[src/rtl/conv_seq_pkg.sv]
// Shared types and sizing helpers for the Sobel frame sequencer.
package conv_seq_pkg;

    typedef enum logic [2:0] {
        IDLE  = 3'd0,
        FILL  = 3'd1,
        RUN   = 3'd2,
        DRAIN = 3'd3,
        DONE  = 3'd4
    } seq_state_e;

    function automatic int unsigned out_w(input int unsigned img_w, input int unsigned k);
        return img_w - k + 1;
    endfunction

    function automatic int unsigned out_h(input int unsigned img_h, input int unsigned k);
        return img_h - k + 1;
    endfunction

    function automatic int unsigned out_n(input int unsigned img_w, input int unsigned img_h,
                                          input int unsigned k);
        return out_w(img_w, k) * out_h(img_h, k);
    endfunction

    // Bits needed to index n distinct values, never less than one.
    function automatic int unsigned cnt_w(input int unsigned n);
        return (n <= 1) ? 1 : $clog2(n);
    endfunction

endpackage

[src/rtl/valid_delay_line.sv]
// Fixed-depth 1-bit shift register that aligns window-valid with the datapath result.
module valid_delay_line #(
    parameter int unsigned DEPTH = 5
) (
    input  logic clk,
    input  logic rst_n,
    input  logic d,
    output logic q
);

    logic [DEPTH-1:0] taps;

    always_ff @(posedge clk or negedge rst_n) begin
        if (!rst_n) begin
            taps <= '0;
        end else begin
            taps <= DEPTH'({taps, d});
        end
    end

    assign q = taps[DEPTH-1];

endmodule

[src/rtl/conv_frame_sequencer.sv]
// Raster-scan controller for the 3-channel 3x3 convolution datapath: pixel indexing,
// line-buffer/window enables, window-valid tracking, Save strobe and frame completion.
module conv_frame_sequencer
    import conv_seq_pkg::*;
#(
    parameter int unsigned IMG_W    = 128,
    parameter int unsigned IMG_H    = 128,
    parameter int unsigned K        = 3,
    parameter int unsigned PIPE_LAT = 5
) (
    input  logic                       clk,
    input  logic                       reset,
    input  logic                       S,
    input  logic                       in_valid,
    output logic                       lb_wr_en,
    output logic                       shift_en,
    output logic                       win_valid,
    output logic [$clog2(IMG_W)-1:0]   col,
    output logic [$clog2(IMG_H)-1:0]   row,
    output logic                       Save,
    output logic                       busy,
    output logic                       frame_done
);

    localparam int unsigned COL_W = $clog2(IMG_W);
    localparam int unsigned ROW_W = $clog2(IMG_H);
    localparam int unsigned OUT_N = out_n(IMG_W, IMG_H, K);
    localparam int unsigned CNT_W = cnt_w(OUT_N + 1);

    seq_state_e        state;
    logic [CNT_W-1:0]  out_cnt;
    logic              accept;
    logic              last_px;
    logic              fill_end;
    logic              out_done;

    // Accept decode and enables; indices are the pre-increment position of this pixel.
    always_comb begin
        accept    = 1'b0;
        lb_wr_en  = 1'b0;
        shift_en  = 1'b0;
        win_valid = 1'b0;
        accept    = ((state == FILL) || (state == RUN)) && in_valid;
        lb_wr_en  = accept;
        shift_en  = accept;
        win_valid = accept && (row >= ROW_W'(K - 1)) && (col >= COL_W'(K - 1));
        last_px   = (row == ROW_W'(IMG_H - 1)) && (col == COL_W'(IMG_W - 1));
        fill_end  = (row == ROW_W'(K - 1)) && (col == COL_W'(K - 2));
        // Counter reaches OUT_N this cycle or already sits there.
        out_done  = (out_cnt == CNT_W'(OUT_N)) ||
                    (Save && (out_cnt == CNT_W'(OUT_N - 1)));
    end

    always_ff @(posedge clk or negedge reset) begin
        if (!reset) begin
            state      <= IDLE;
            col        <= '0;
            row        <= '0;
            out_cnt    <= '0;
            busy       <= 1'b0;
            frame_done <= 1'b0;
        end else begin
            frame_done <= 1'b0;

            if (accept) begin
                if (col == COL_W'(IMG_W - 1)) begin
                    col <= '0;
                    if (row != ROW_W'(IMG_H - 1)) begin
                        row <= row + ROW_W'(1);
                    end
                end else begin
                    col <= col + COL_W'(1);
                end
            end

            if (Save && (out_cnt != CNT_W'(OUT_N))) begin
                out_cnt <= out_cnt + CNT_W'(1);
            end

            unique case (state)
                IDLE: begin
                    if (S) begin
                        state <= FILL;
                        busy  <= 1'b1;
                    end
                end
                FILL: begin
                    if (accept && fill_end) begin
                        state <= RUN;
                    end
                end
                RUN: begin
                    if (accept && last_px) begin
                        state <= DRAIN;
                    end
                end
                DRAIN: begin
                    if (out_done) begin
                        state      <= DONE;
                        frame_done <= 1'b1;
                    end
                end
                DONE: begin
                    state   <= IDLE;
                    busy    <= 1'b0;
                    col     <= '0;
                    row     <= '0;
                    out_cnt <= '0;
                end
                default: begin
                    state <= IDLE;
                end
            endcase
        end
    end

    valid_delay_line #(
        .DEPTH (PIPE_LAT)
    ) u_valid_delay (
        .clk   (clk),
        .rst_n (reset),
        .d     (win_valid),
        .q     (Save)
    );

endmodule

[config.mk]
export PLATFORM = sky130hd
export DESIGN_NAME = conv_frame_sequencer
export DESIGN_NICKNAME = d
export VERILOG_FILES = /design/src/rtl/conv_seq_pkg.sv /design/src/rtl/valid_delay_line.sv /design/src/rtl/conv_frame_sequencer.sv
export SDC_FILE = /design/constraint.sdc
export NUM_CORES = 1
export LEC_CHECK = 0
export CORE_MARGIN = 2
export CORE_UTILIZATION = 50
export CTS_CLUSTER_SIZE = 8
export DETAILED_ROUTE_END_ITERATION = 8
export GPL_ROUTABILITY_DRIVEN = 1
export HOLD_SLACK_MARGIN = 0.12
export PLACE_DENSITY = 0.76
export SYNTH_ARGS = -nofsm -noshare
export SYNTH_HDL_FRONTEND = slang
export SYNTH_SLANG_ARGS = --single-unit
[constraint.sdc]
create_clock -name clk -period 1.65 [get_ports clk]
set_input_delay 0.165 -clock clk [delete_from_list [all_inputs] [get_ports clk]]
set_output_delay 0.165 -clock clk [all_outputs]
set_load 0.1 [all_outputs]
* Yosys cells after proc, flatten, opt, wreduce, memory -nomap -nowiden
Index checks and enable logic that the tools add are counted.
W data, S select, Z words.
** Cells by class
- Reduce and logical (&&, ||, !) cells :: 20
- Order comparisons :: 2
- Add/subtract/negate cells :: 3
- Equality and inequality tests :: 16
- Muxes and demuxes :: 18
** Operators by type and width (number)
- $mux W7 :: 7
- $eq A14 B14 Y1 const B :: 2
- $mux W14 :: 2
- $add A14 B1 Y14 const B :: 1
- $add A7 B1 Y7 const B :: 2
- $eq A7 B7 Y1 const B :: 2
- $ge A7 B2 Y1 const B :: 2
- $ne A14 B14 Y1 const B :: 1
- $mux W3 :: 4
- $pmux W3 S4 :: 1
- $reduce_bool A2 Y1 :: 5
- $logic_and A1 B1 Y1 :: 9
- $eq A7 B1 Y1 const B :: 1
- $eq A7 B2 Y1 const B :: 1
- $ne A7 B7 Y1 const B :: 1
- $eq A3 B2 Y1 const B :: 2
- $ne A2 B1 Y1 const B :: 2
- $ne A2 B2 Y1 const B :: 2
- $reduce_and A4 Y1 :: 1
- $eq A3 B1 Y1 const B :: 1
- $eq A3 B3 Y1 const B :: 1
- $logic_not A3 Y1 :: 1
- $mux W1 :: 3
- $reduce_and A3 Y1 :: 1
- 3 further kinds :: 4
** Storage, ports and cells
- Logic and storage cells :: 66
- Output and inout bits :: 20
- Flip-flop bits (word level) :: 38
- Bits of input ports :: 4

* Depth between registers and ports, before layout
Gate-level depths: netlist of the first run.
- Depth after elaboration :: 6
- Gate-level depth with buffers :: 6
- Mapped depth without buffers :: 6

* By module
Synthesis of the first run repeated with hierarchy kept, for this count alone.
** Unflattened totals
- Cell total of the unflattened synthesis :: 206
- Area, all modules :: 2028.2 µm²
** Modules (own cells, without submodules)
- conv_frame_sequencer :: cells an instance 201, times used 1, area an instance 1903.1 µm², sequential area each 825.8 µm²
- valid_delay_line :: cells an instance 5, times used 1, area an instance 125.1 µm², sequential area each 125.1 µm²

* Least setup slack after synthesis of the first run
No wires, ideal clock.
- Path kind :: flip-flop to flip-flop
- Start point :: register row[1]
- End point :: register u_valid_delay.taps[0]
- Setup time :: 370 ps
- Period minus slack after synthesis :: 4069 ps
- Cell stages (with the launch flop) :: 4
- Required time :: 1280 ps
- Arrival time :: 3699 ps
- Setup slack :: -2419 ps
- Cells stage by stage :: dfrtp_1 ha_1 nor2_1 a221oi_1
** On the way
- Longest elaborated chain between the ends :: 3
** RTL lines
- from (decl) :: RTL line conv_frame_sequencer.sv:19 : output logic [$clog2(IMG_H)-1:0] row,
- from (signal assigned) :: RTL line conv_frame_sequencer.sv:69 : row <= row + ROW_W'(1);
- $ge A7 B2 Y1 :: RTL line conv_frame_sequencer.sv:46 : win_valid = accept && (row >= ROW_W'(K - 1)) && (col >= COL_W'(K - 1));
- $logic_and A1 B1 Y1 (2 in series) :: RTL line conv_frame_sequencer.sv:46
- via win_valid :: RTL line conv_frame_sequencer.sv:17 : output logic win_valid,
- to (signal assigned) :: RTL line valid_delay_line.sv:17 : taps <= DEPTH'({taps, d});
- to (decl) :: RTL line valid_delay_line.sv:11 : logic [DEPTH-1:0] taps;
The timed path passes the listed nets, and every way through them passes these cells.
A chain may end at the register's enable or synchronous reset.

* Final worst setup path of the first run
- Start point :: register col[6]
- End point :: output port win_valid
** On the way
- Longest elaborated chain between the ends :: 2
** RTL lines
- from (decl) :: RTL line conv_frame_sequencer.sv:18 : output logic [$clog2(IMG_W)-1:0] col,
- from (signal assigned) :: RTL line conv_frame_sequencer.sv:72 : col <= col + COL_W'(1);
- $ge A7 B2 Y1 :: RTL line conv_frame_sequencer.sv:46
- $logic_and A1 B1 Y1 :: RTL line conv_frame_sequencer.sv:46
- to (decl) :: RTL line conv_frame_sequencer.sv:17
Every way passes these cells.

==> results of run 1 <==
## power breakdown
part	switching [mW]	total, mW	internal [mW]
Clock	0.363	0.969	0.606
Combinational	1.14	1.85	0.715
Sequential	0.232	1.37	1.14
## registers in the layout, indices dropped and copies added (netlist names)
signal,flops
frame_done,1
state,3
u_valid_delay.taps,5
row,7
busy,1
out_cnt,14
col,7
## logic make-up after synthesis
kind of cell | Yosys count | share of synthesized area (%)
fa+ha+maj | 7 | 4.44
compound gates | 34 | 12.2
simple gates | 90 | 25.4
xor+xnor | 12 | 5.32
mux | 4 | 2.03
flops | 38 | 48.2
buf+inv | 12 | 2.47
## routing by layer
layer	global-route usage [%]	vias to the layer above	part of all wire, %
met5	0	-	0
met2	53.5	148	51
met1	34.4	1013	37
met4	14.8	0	4.2
li1	-	867	-
met3	5.91	39	7.6
## critical path, cell delays in order (launching register included)
cell and delay, ps:
dfrtp_4 470, or4_4 550, nor2_4 120, buf_6 110, a221oi_4 70, buf_12 180
## final timing paths
path | endpoint | slack, ps | depth (start not counted)
max in group asynchronous | col[1]$_DFFE_PN0P_ | 830 | 3
setup / recovery | win_valid | -320 | 5
setup reg to reg | state[0]$_DFFE_PN0P_ | -140 | 6
min in group clk | u_valid_delay.taps[4]$_DFF_PN0_ | 360 | 0
hold / removal | out_cnt[11]$_DFFE_PN0P_ | 330 | 2
hold reg to reg | u_valid_delay.taps[4]$_DFF_PN0_ | 360 | 0
## through the flow
stage | worst slack [ps] | instances | util, %
final | -319 | 316 | 87.2
after global placement | -72.0 | 297 | 75.5
after floorplan | -431 | 197 | -
after global routing | -356 | 316 | 87.2
after detailed placement | -157 | 297 | 75.5
after CTS | -340 | 313 | 83.0
## cell usage in the layout (no fill, tap or decap), types with 6 or more instances in the layout
master / count
buf_6: 7
buf_12: 20
xor2_1: 11
nand3_1: 8
nor2_1: 16
dfrtp_4: 14
nand2_1: 18
inv_1: 6
a21oi_1: 8
dfrtp_1: 23
ha_1: 6
buf_4: 36
## repair_timing
item / 4_1_cts / 5_1_grt
pin swaps: 11 / 19
hold buffers: 1 / 0
setup buffers: 7 / 5
resized for setup: 16 / 29
endpoints found under the setup margin: 11 / 24
endpoints found under the hold margin: 17 / 0
## cell type report
cell class / instances / area, um2
clock inverters: 3 / 68.8
flip-flops and latches: 38 / 1000
clock buffers: 5 / 68.8
multi-input cells: 147 / 1220
repair buffers: 67 / 785
fillers: 154 / 474
well taps: 48 / 60.1
inverters: 8 / 33.8
==> metrics.yaml, run 1 <==
cts_buffer_depth: 2
grt_pass1_wl_mm: 9.78
status: "finished with violations"
synth_top_area_share_pct: 48.2
rsz0062_at_grt: "true"
path_class: "reg2out"
finalCriticalPeriod_ps: 1970
drc: 0
die-area_um2: 4470
hpwl_mm: 3.90
core-area_um2: 3720
dieHeight_um: 66.8
finalWorstSetupSlack_ps: -319
fmax_mhz: 508
design_area_um2: 3240
num_antenna_cells: 0
period_share_pct: 119
drtIter0Drc: 176
avgSynthCellArea_um2: 10.0
antenna_found_initial: 0
wire_per_inst_um: 21.9
violations: "setup timing"
clk_latency_ps: 310
fin_skew_ps: 4.86
grt_pass1_vias: 2040
hold_viol: 0
cellPowerDensity_nw_per_um2: 1290
setup_viol_count_final: 16
cts-root-buf: "clkbuf_8"
holdWs_ps: 328
synth_top_cell_by_area: "dfrtp_1"
io_pins: 24
slew_headroom_pct: 65.9
synth_enable_flop_cells: 0
path_max_fanout: 2
syn_area_um2: 1970
clk_pin_slew_ps: 80
syn_nets: 208
cts_max_level: 2
slew_violations: 0
cp-startpoint: "col[6]$_DFFE_PN0P_"
dr_total_vias: 2067
antenna_left: 0
crit_path_end_kind: "primary output"
ys_warn_count: 0
hp-class: "in2async"
drv_cap: 0
rows: 22
dr.pass1.iters: 5
synthFlopType: "dfrtp_1"
fin_tns_setup_ps: -1370
post-synth-top-count-cell: "dfrtp_1"
rr_startpoint: "state[2]$_DFFE_PN0P_"
synthTopCellsByCount: "38 x dfrtp_1, 19 x nand2_1, 19 x nor2_1, 11 x xor2_1"
yosys.cell_types.count: 38
cts.sinks: 38
gp_congestion: 0.823
routed_wirelength_mm: 6.91
portBuffers: 23
layout-drive-gt1-share_pct: 48.5
grtUsageTotal_pct: 30.2
synthCells: 197
ys_seq_elements: 38
tritoncts: "yes"
die_x_um: 66.8
worstPathRequired_ps: 1480
ys_seq_area_share_pct: 48.2
routed_via_density: 6.54
power.total_mw: 4.20
cts-buffers-inserted: 5
grt_overflow: 0
ir_worst_vdd_uv: 1580
final_nets: 278
synth_area_leaders: "dfrtp_1 48%, xor2_1 4.9%, ha_1 4.4%, nand2_1 3.6%, nor2_1 3.6%"
initial_utilization_pct: 53.1
cp-start-kind: "flop"
crit_arrival_ps: 1800
async_flop_share_pct: 100
synthToLayoutAreaGrowth_pct: 64.2
tightest_slew_ps: 509
placed_area_um2: 2810
grt_max_degree: 22
leakage_nw: 1.34
Power figures use the tool's default switching activity.
==> run 2: changes to the inputs <==
CAP_MARGIN = 20   (was not set)
CORE_UTILIZATION = 55   (was 50)
PLACE_DENSITY = 0.79   (was 0.76)
SLEW_MARGIN = 5   (was not set)
clock period = 2.15 ns   (was 1.65 ns; I/O delays follow)
==> run 2 against run 1 <==
The flow now finishes without violations. Sequential share of layout area grew 10 points. Utilization is 17 points lower. Largest cell class unchanged. Via count shrank 21%. Setup slack better by 380 ps. Critical endpoint unchanged. Power fell by 45%. Routed wire length down 39%. Cell count is 13% lower. Clock power fell by 64%. First-iteration DRC count decreased by 46%. Clock skew up 9.8 ps. Die area fell by 8.6%. Flip-flop and latch count stayed put. Largest power group is now registers.
==> metrics.yaml, run 2 (synthesis gave the netlist of run 1 again) <==
pwr-share-comb_pct: 41.1  # -3.1 points
worstPathRequired_ps: 1930  # +450 ps
period_share_pct: 97.2
regMostFlops: "out_cnt"
grt_use_met3_pct: 5.46  # -0.45 points
antenna_left: 0  # unchanged
die-area_um2: 4090  # -8.6%
gp_congestion: 0.851  # +3.4%
mostFrequentLayoutCells: "24 x dfrtp_1, 21 x buf_4, 19 x nand2_1"
fin_tns_setup_ps: 0  # +1370 ps
layout-drive-gt1-share_pct: 27.2  # -21 points
r2r_slack_ps: 230  # +370 ps
drv_cap: 0  # unchanged
grt_pass1_vias: 1645  # -19%
max_stage_delay_ps: 590  # +40 ps
fillers: 257  # +67%
clk_latency_ps: 340  # +30 ps
path_class: "reg2out"
regArea_um2: 971  # -3.4%
worst_path_max_delay_cell: "or4_1"
synthToLayoutAreaGrowth_pct: 20.0
gr-max-usage-layer: "met2"
worstRegToRegCells: 4  # -2
initial_utilization_pct: 58.3  # +5.1 points
io_pins: 24  # unchanged
num_antenna_cells: 0  # unchanged
tightest_slew_ps: 485  # -24.0 ps
antenna_found_initial: 0  # unchanged
rows: 21  # -4.5%
rr_startpoint: "col[1]$_DFFE_PN0P_"
hp-class: "in2async"
path_max_fanout: 7  # +5
hpwl_mm: 2.97  # -24%
p_seq_share_pct: 43.9  # +11 points
leakage_nw: 1.01  # -24%
rsz0062_at_grt: "false"
dieHeight_um: 63.9  # -4.4%
drc: 0  # unchanged
finalCriticalPeriod_ps: 2090
slew_violations: 0  # unchanged
fmax_mhz: 479
routed_wirelength_mm: 4.22  # -39%
use_met1_pct: 31.6  # -2.9 points
dr.pass1.iters: 4  # -1
clk_pin_slew_ps: 120  # +40 ps
grt_overflow: 0  # unchanged
setup_viol_count_final: 0  # -16
routed_via_density: 5.97  # -8.7%
cts_max_level: 2  # unchanged
core-area_um2: 3390  # -8.8%
holdWs_ps: 288  # -39.6 ps
hold_viol: 0  # unchanged
largest_reg_flops: 14  # unchanged
cellPowerDensity_nw_per_um2: 982  # -24%
cp-startpoint: "row[4]$_DFFE_PN0P_"
dr_total_vias: 1637  # -21%
p_sw_mw: 1.08  # -38%
use_met2_pct: 37.0  # -17 points
grt_max_degree: 39  # +77%
final_nets: 238  # -14%
timing.rr.end: "row[5]$_DFFE_PN0P_"
cts-buffers-inserted: 5  # unchanged
layout_commonest_cell: "dfrtp_1"
drtIter0Drc: 95  # -46%
grt_pass1_wl_mm: 7.49  # -23%
p_sw_share_pct: 46.6  # +5.3 points
top_regs: "out_cnt (14), col (7), row (7)"
wire_per_inst_um: 15.4  # -30%
ir_worst_vdd_uv: 709  # -55%
crit_arrival_ps: 1870  # +70 ps
clockPowerShare_pct: 15.0  # -8.1 points
grtUsageTotal_pct: 23.3  # -6.9 points
cts-root-buf: "clkbuf_4"
cts_hold_buf: 0  # -1
p_int_mw: 1.24  # -50%
multi_input_area_um2: 1010  # -18%
tritoncts: "yes"
crit_family: "simple AND/OR/NAND/NOR gates"
cts_buffer_depth: 2  # unchanged
slew_headroom_pct: 67.5  # +1.5 points
path_cells: "or4_1 > nor2_4 > a221oi_4 > buf_12"
status: "finished, final reports clean"
cts.sinks: 38  # unchanged
die_x_um: 63.9  # -4.4%
portBuffers: 23  # unchanged
crit_buf_inv: 1  # -1
cp-start-kind: "flop"
fin_skew_ps: 14.6  # +9.76 ps
crit_path_end_kind: "primary output"
-- run 2: cell types whose count changed in the layout (fill, tap and decap cells not counted), moves of 5 or more --
| cell | previous run | this run |
|---|---|---|
| dfrtp_2 | 1 | 13 |
| buf_12 | 20 | 3 |
| dfrtp_4 | 14 | 1 |
| clkbuf_4 | 0 | 5 |
| clkbuf_8 | 5 | 0 |
| buf_4 | 36 | 21 |
| buf_6 | 7 | 0 |
-- run 2: worst reg2reg max path, stage by stage, from the launching register on --
cell and delay, ps:
dfrtp_4 460, ha_1 240, nand4_1 400, nor4_1 540, mux2i_1 230
-- run 2: area by class of cell --
type,count,area share (%)
flip-flops and latches,38,41.0
well taps,46,2.43
multi-input cells,147,42.5
repair buffers,27,10.5
clock buffers,6,1.74
clock inverters,2,0.423
inverters,8,1.43
-- run 2: what timing repair did --
item | in CTS | in global routing
setup endpoints to repair | 1 | 3
gates cloned | 0 | 0
resized for setup | 2 | 1
pin swaps | 0 | 1
buffers inserted | 0 | 2
-- run 2: stage by stage --
stage | std cells | setup slack, ps | utilization [%] | instance area [um2] | power (mW)
floorplan | 197 | -4.66 | - | 2030 | 1.74
global placement | 264 | 296 | 67.6 | 2290 | 1.94
detailed placement | 264 | 235 | 67.6 | 2290 | 1.98
CTS | 272 | 18.7 | 69.3 | 2350 | 2.34
global route | 274 | 4.09 | 69.9 | 2370 | 2.46
finish | 274 | 60.3 | 69.9 | 2370 | 2.33
-- run 2: power by group through the flow --
stage	Sequential [mW]	Combinational, mW	Clock, mW
floorplan	1.37	0.366	0
global placement	1.02	0.929	0
detailed placement	1.03	0.952	0
CTS	1.02	0.959	0.360
global route	1.05	1.02	0.395
finish	1.02	0.957	0.349
-- run 2: worst max path at each step --
stage                                                  to  slack (ps)  depth (start not counted)
final                                           win_valid          60                          4
after global routing                            win_valid           4                          4
after CTS                                        shift_en          20                          4
after detailed placement               row[5]$_DFFE_PN0P_         240                          5
after global placement                 row[5]$_DFFE_PN0P_         300                          5
after floorplan           u_valid_delay.taps[0]$_DFF_PN0_          -5                          3
-- run 2: per-layer routing --
layer  share of wire (%)  wire (um)
met1                  46       1940
met2                  48       2020
met3                 4.7        200
met4                 1.4         60
met5                   0          0
==> run 3: changes to the inputs <==
REMOVE_ABC_BUFFERS = 1   (was not set)
==> run 3 against run 2 <==
Critical path depth increased by 1. Largest cell class unchanged. Via count increased by 1.4%. Non-clock buffer count increased by 7. Die area unchanged. Highest routed layer unchanged. Global-route usage increased by 0.71 points. Register-to-register slack got worse by 100 ps. Combinational power increased by 4%. Routed wire length increased by 5.0%. Critical endpoint unchanged. Hold slack about the same. First-iteration DRC count decreased by 9.5%. Clock skew decreased by 12 ps. Cell count increased by 2.6%.
==> metrics.yaml, run 3 (synthesis gave the netlist of run 1 again) <==
hpwl_mm: 3.16  # +6.4%
portBuffers: 23  # unchanged
cts_buffer_depth: 2  # unchanged
drc: 0  # unchanged
grt_pass1_wl_mm: 7.68  # +2.6%
slew_violations: 0  # unchanged
wire_per_inst_um: 15.8  # +2.4%
num_antenna_cells: 0  # unchanged
grt_pass1_vias: 1649  # +0.24%
grt_overflow: 0  # unchanged
mostFrequentLayoutCells: "32 x dfrtp_1, 28 x buf_4, 19 x nand2_1"
synthToLayoutAreaGrowth_pct: 21.9
routed_via_density: 5.91  # -1.1%
place_inst: 267  # +1.1%
dr_total_vias: 1660  # +1.4%
design_area_um2: 2410  # +1.6%
largest_reg_flops: 14  # unchanged
routed_wirelength_mm: 4.43  # +5.0%
cts-buffers-inserted: 5  # unchanged
final_nets: 245  # +2.9%
tightest_slew_ps: 540  # +54.5 ps
crit_path_end_kind: "primary output"
die_x_um: 63.9  # unchanged
fin_skew_ps: 2.75  # -11.9 ps
regMostFlops: "out_cnt"
antenna_left: 0  # unchanged
grt_max_degree: 39  # unchanged
antenna_found_initial: 0  # unchanged
cts_hold_buf: 0  # unchanged
fmax_mhz: 478  # about the same
dp_slack_ps: 205  # -29.9 ps
path_cells: "or4_1 > nor2_2 > a221oi_1 > buf_4 > buf_12"
cts_max_level: 2  # unchanged
top_regs: "out_cnt (14), col (7), row (7)"
initial_utilization_pct: 58.3  # unchanged
status: "finished, final reports clean"
hold_viol: 0  # unchanged
drtIter0Drc: 86  # -9.5%
gp_congestion: 0.822  # -3.4%
die-area_um2: 4090  # unchanged
setup_viol_count_final: 0  # unchanged
ir_worst_vdd_uv: 662  # -6.7%
path_class: "reg2out"
io_pins: 24  # unchanged
period_share_pct: 97.3  # about the same
stdcell_count: 281  # +2.6%
crit_arrival_ps: 1880  # about the same
grtUsageTotal_pct: 24.0  # +0.71 points
cp-start-kind: "flop"
max_stage_delay_ps: 550  # -40 ps
dr.pass1.iters: 6  # +2
cts.sinks: 38  # unchanged
placed_area_um2: 2270  # -1.0%
drv_cap: 0  # unchanged
crit_family: "simple AND/OR/NAND/NOR gates"
path_max_fanout: 4  # -3
finalCriticalPeriod_ps: 2090  # +1.84 ps
holdWs_ps: 289  # +0.339 ps
worst_path_max_delay_cell: "or4_1"
clk_pin_slew_ps: 110  # about the same
core-area_um2: 3390  # unchanged
hp-class: "in2async"
leakage_nw: 1.06  # +5.0%
tritoncts: "yes"
clk_latency_ps: 340  # about the same
worstPathRequired_ps: 1930  # about the same
crit_buf_inv: 2  # +1
rows: 21  # unchanged
layout_commonest_cell: "dfrtp_1"
cts-root-buf: "clkbuf_4"
layout-drive-gt1-share_pct: 25.5  # -1.7 points
cellPowerDensity_nw_per_um2: 995  # +1.4%
slew_headroom_pct: 63.8  # -3.7 points
dieHeight_um: 63.9  # unchanged
finalWorstSetupSlack_ps: 58.4  # -1.84 ps
## run 3: cell type report
cell class / instances / area (um2)
Tap cell: 46 / 57.6
Fill cell: 242 / 982
Multi-Input combinational cell: 147 / 1000
Clock buffer: 7 / 55.1
Timing Repair Buffer: 34 / 300
Clock inverter: 1 / 5.00
Inverter: 8 / 30.0
Sequential cell: 38 / 958
## run 3: layer usage
layer | wire (um) | vias up | track usage, %
li1 | - | 792 | -
met1 | 1960 | 812 | 32.3
met2 | 2210 | 51 | 38.0
met3 | 209 | 5 | 5.28
met4 | 51 | 0 | 8.97
met5 | 0 | - | 0
## run 3: power by group
| group | switching [mW] | internal (mW) | leakage (nW) | total, mW |
|---|---|---|---|---|
| Sequential | 0.162 | 0.843 | 0.467 | 1.00 |
| Clock | 0.230 | 0.159 | 0.0353 | 0.389 |
| Combinational | 0.712 | 0.291 | 0.561 | 1.00 |
## run 3: repair_timing
item | 4_1_cts | 5_1_grt
pin swaps | 1 | 3
setup buffers | 3 | 3
endpoints found under the setup margin | 1 | 4
resized for setup | 3 | 10
## run 3: through the flow
| step | utilization [%] | power [mW] | setup TNS (ps) |
|---|---|---|---|
| after CTS | 69.5 | 2.37 | 0 |
| after floorplan | - | 1.70 | -7160 |
| after global placement | 66.9 | 1.92 | 0 |
| after detailed placement | 66.9 | 1.97 | 0 |
| after global routing | 71.0 | 2.51 | -12.3 |
| final | 71.0 | 2.40 | 0 |
## run 3: worst register-to-register path, stage by stage, from the launching register on
cell	delay, ps
dfrtp_1	490
ha_1	330
nand4_1	410
nor4_1	490
mux2i_1	220
## run 3: final timing paths
check                                                startpoint                              end  slack [ps]  depth (start not counted)
worst max-delay path                         row[4]$_DFFE_PN0P_                        win_valid          60                          5
worst min-delay path                                      reset               col[6]$_DFFE_PN0P_         290                          2
worst max register to register               col[1]$_DFFE_PN0P_               row[5]$_DFFE_PN0P_         130                          4
worst min register to register  u_valid_delay.taps[1]$_DFF_PN0_  u_valid_delay.taps[2]$_DFF_PN0_         360                          0
max in group asynchronous                                 reset               row[3]$_DFFE_PN0P_        1510                          2
min in group clk                u_valid_delay.taps[1]$_DFF_PN0_  u_valid_delay.taps[2]$_DFF_PN0_         360                          0
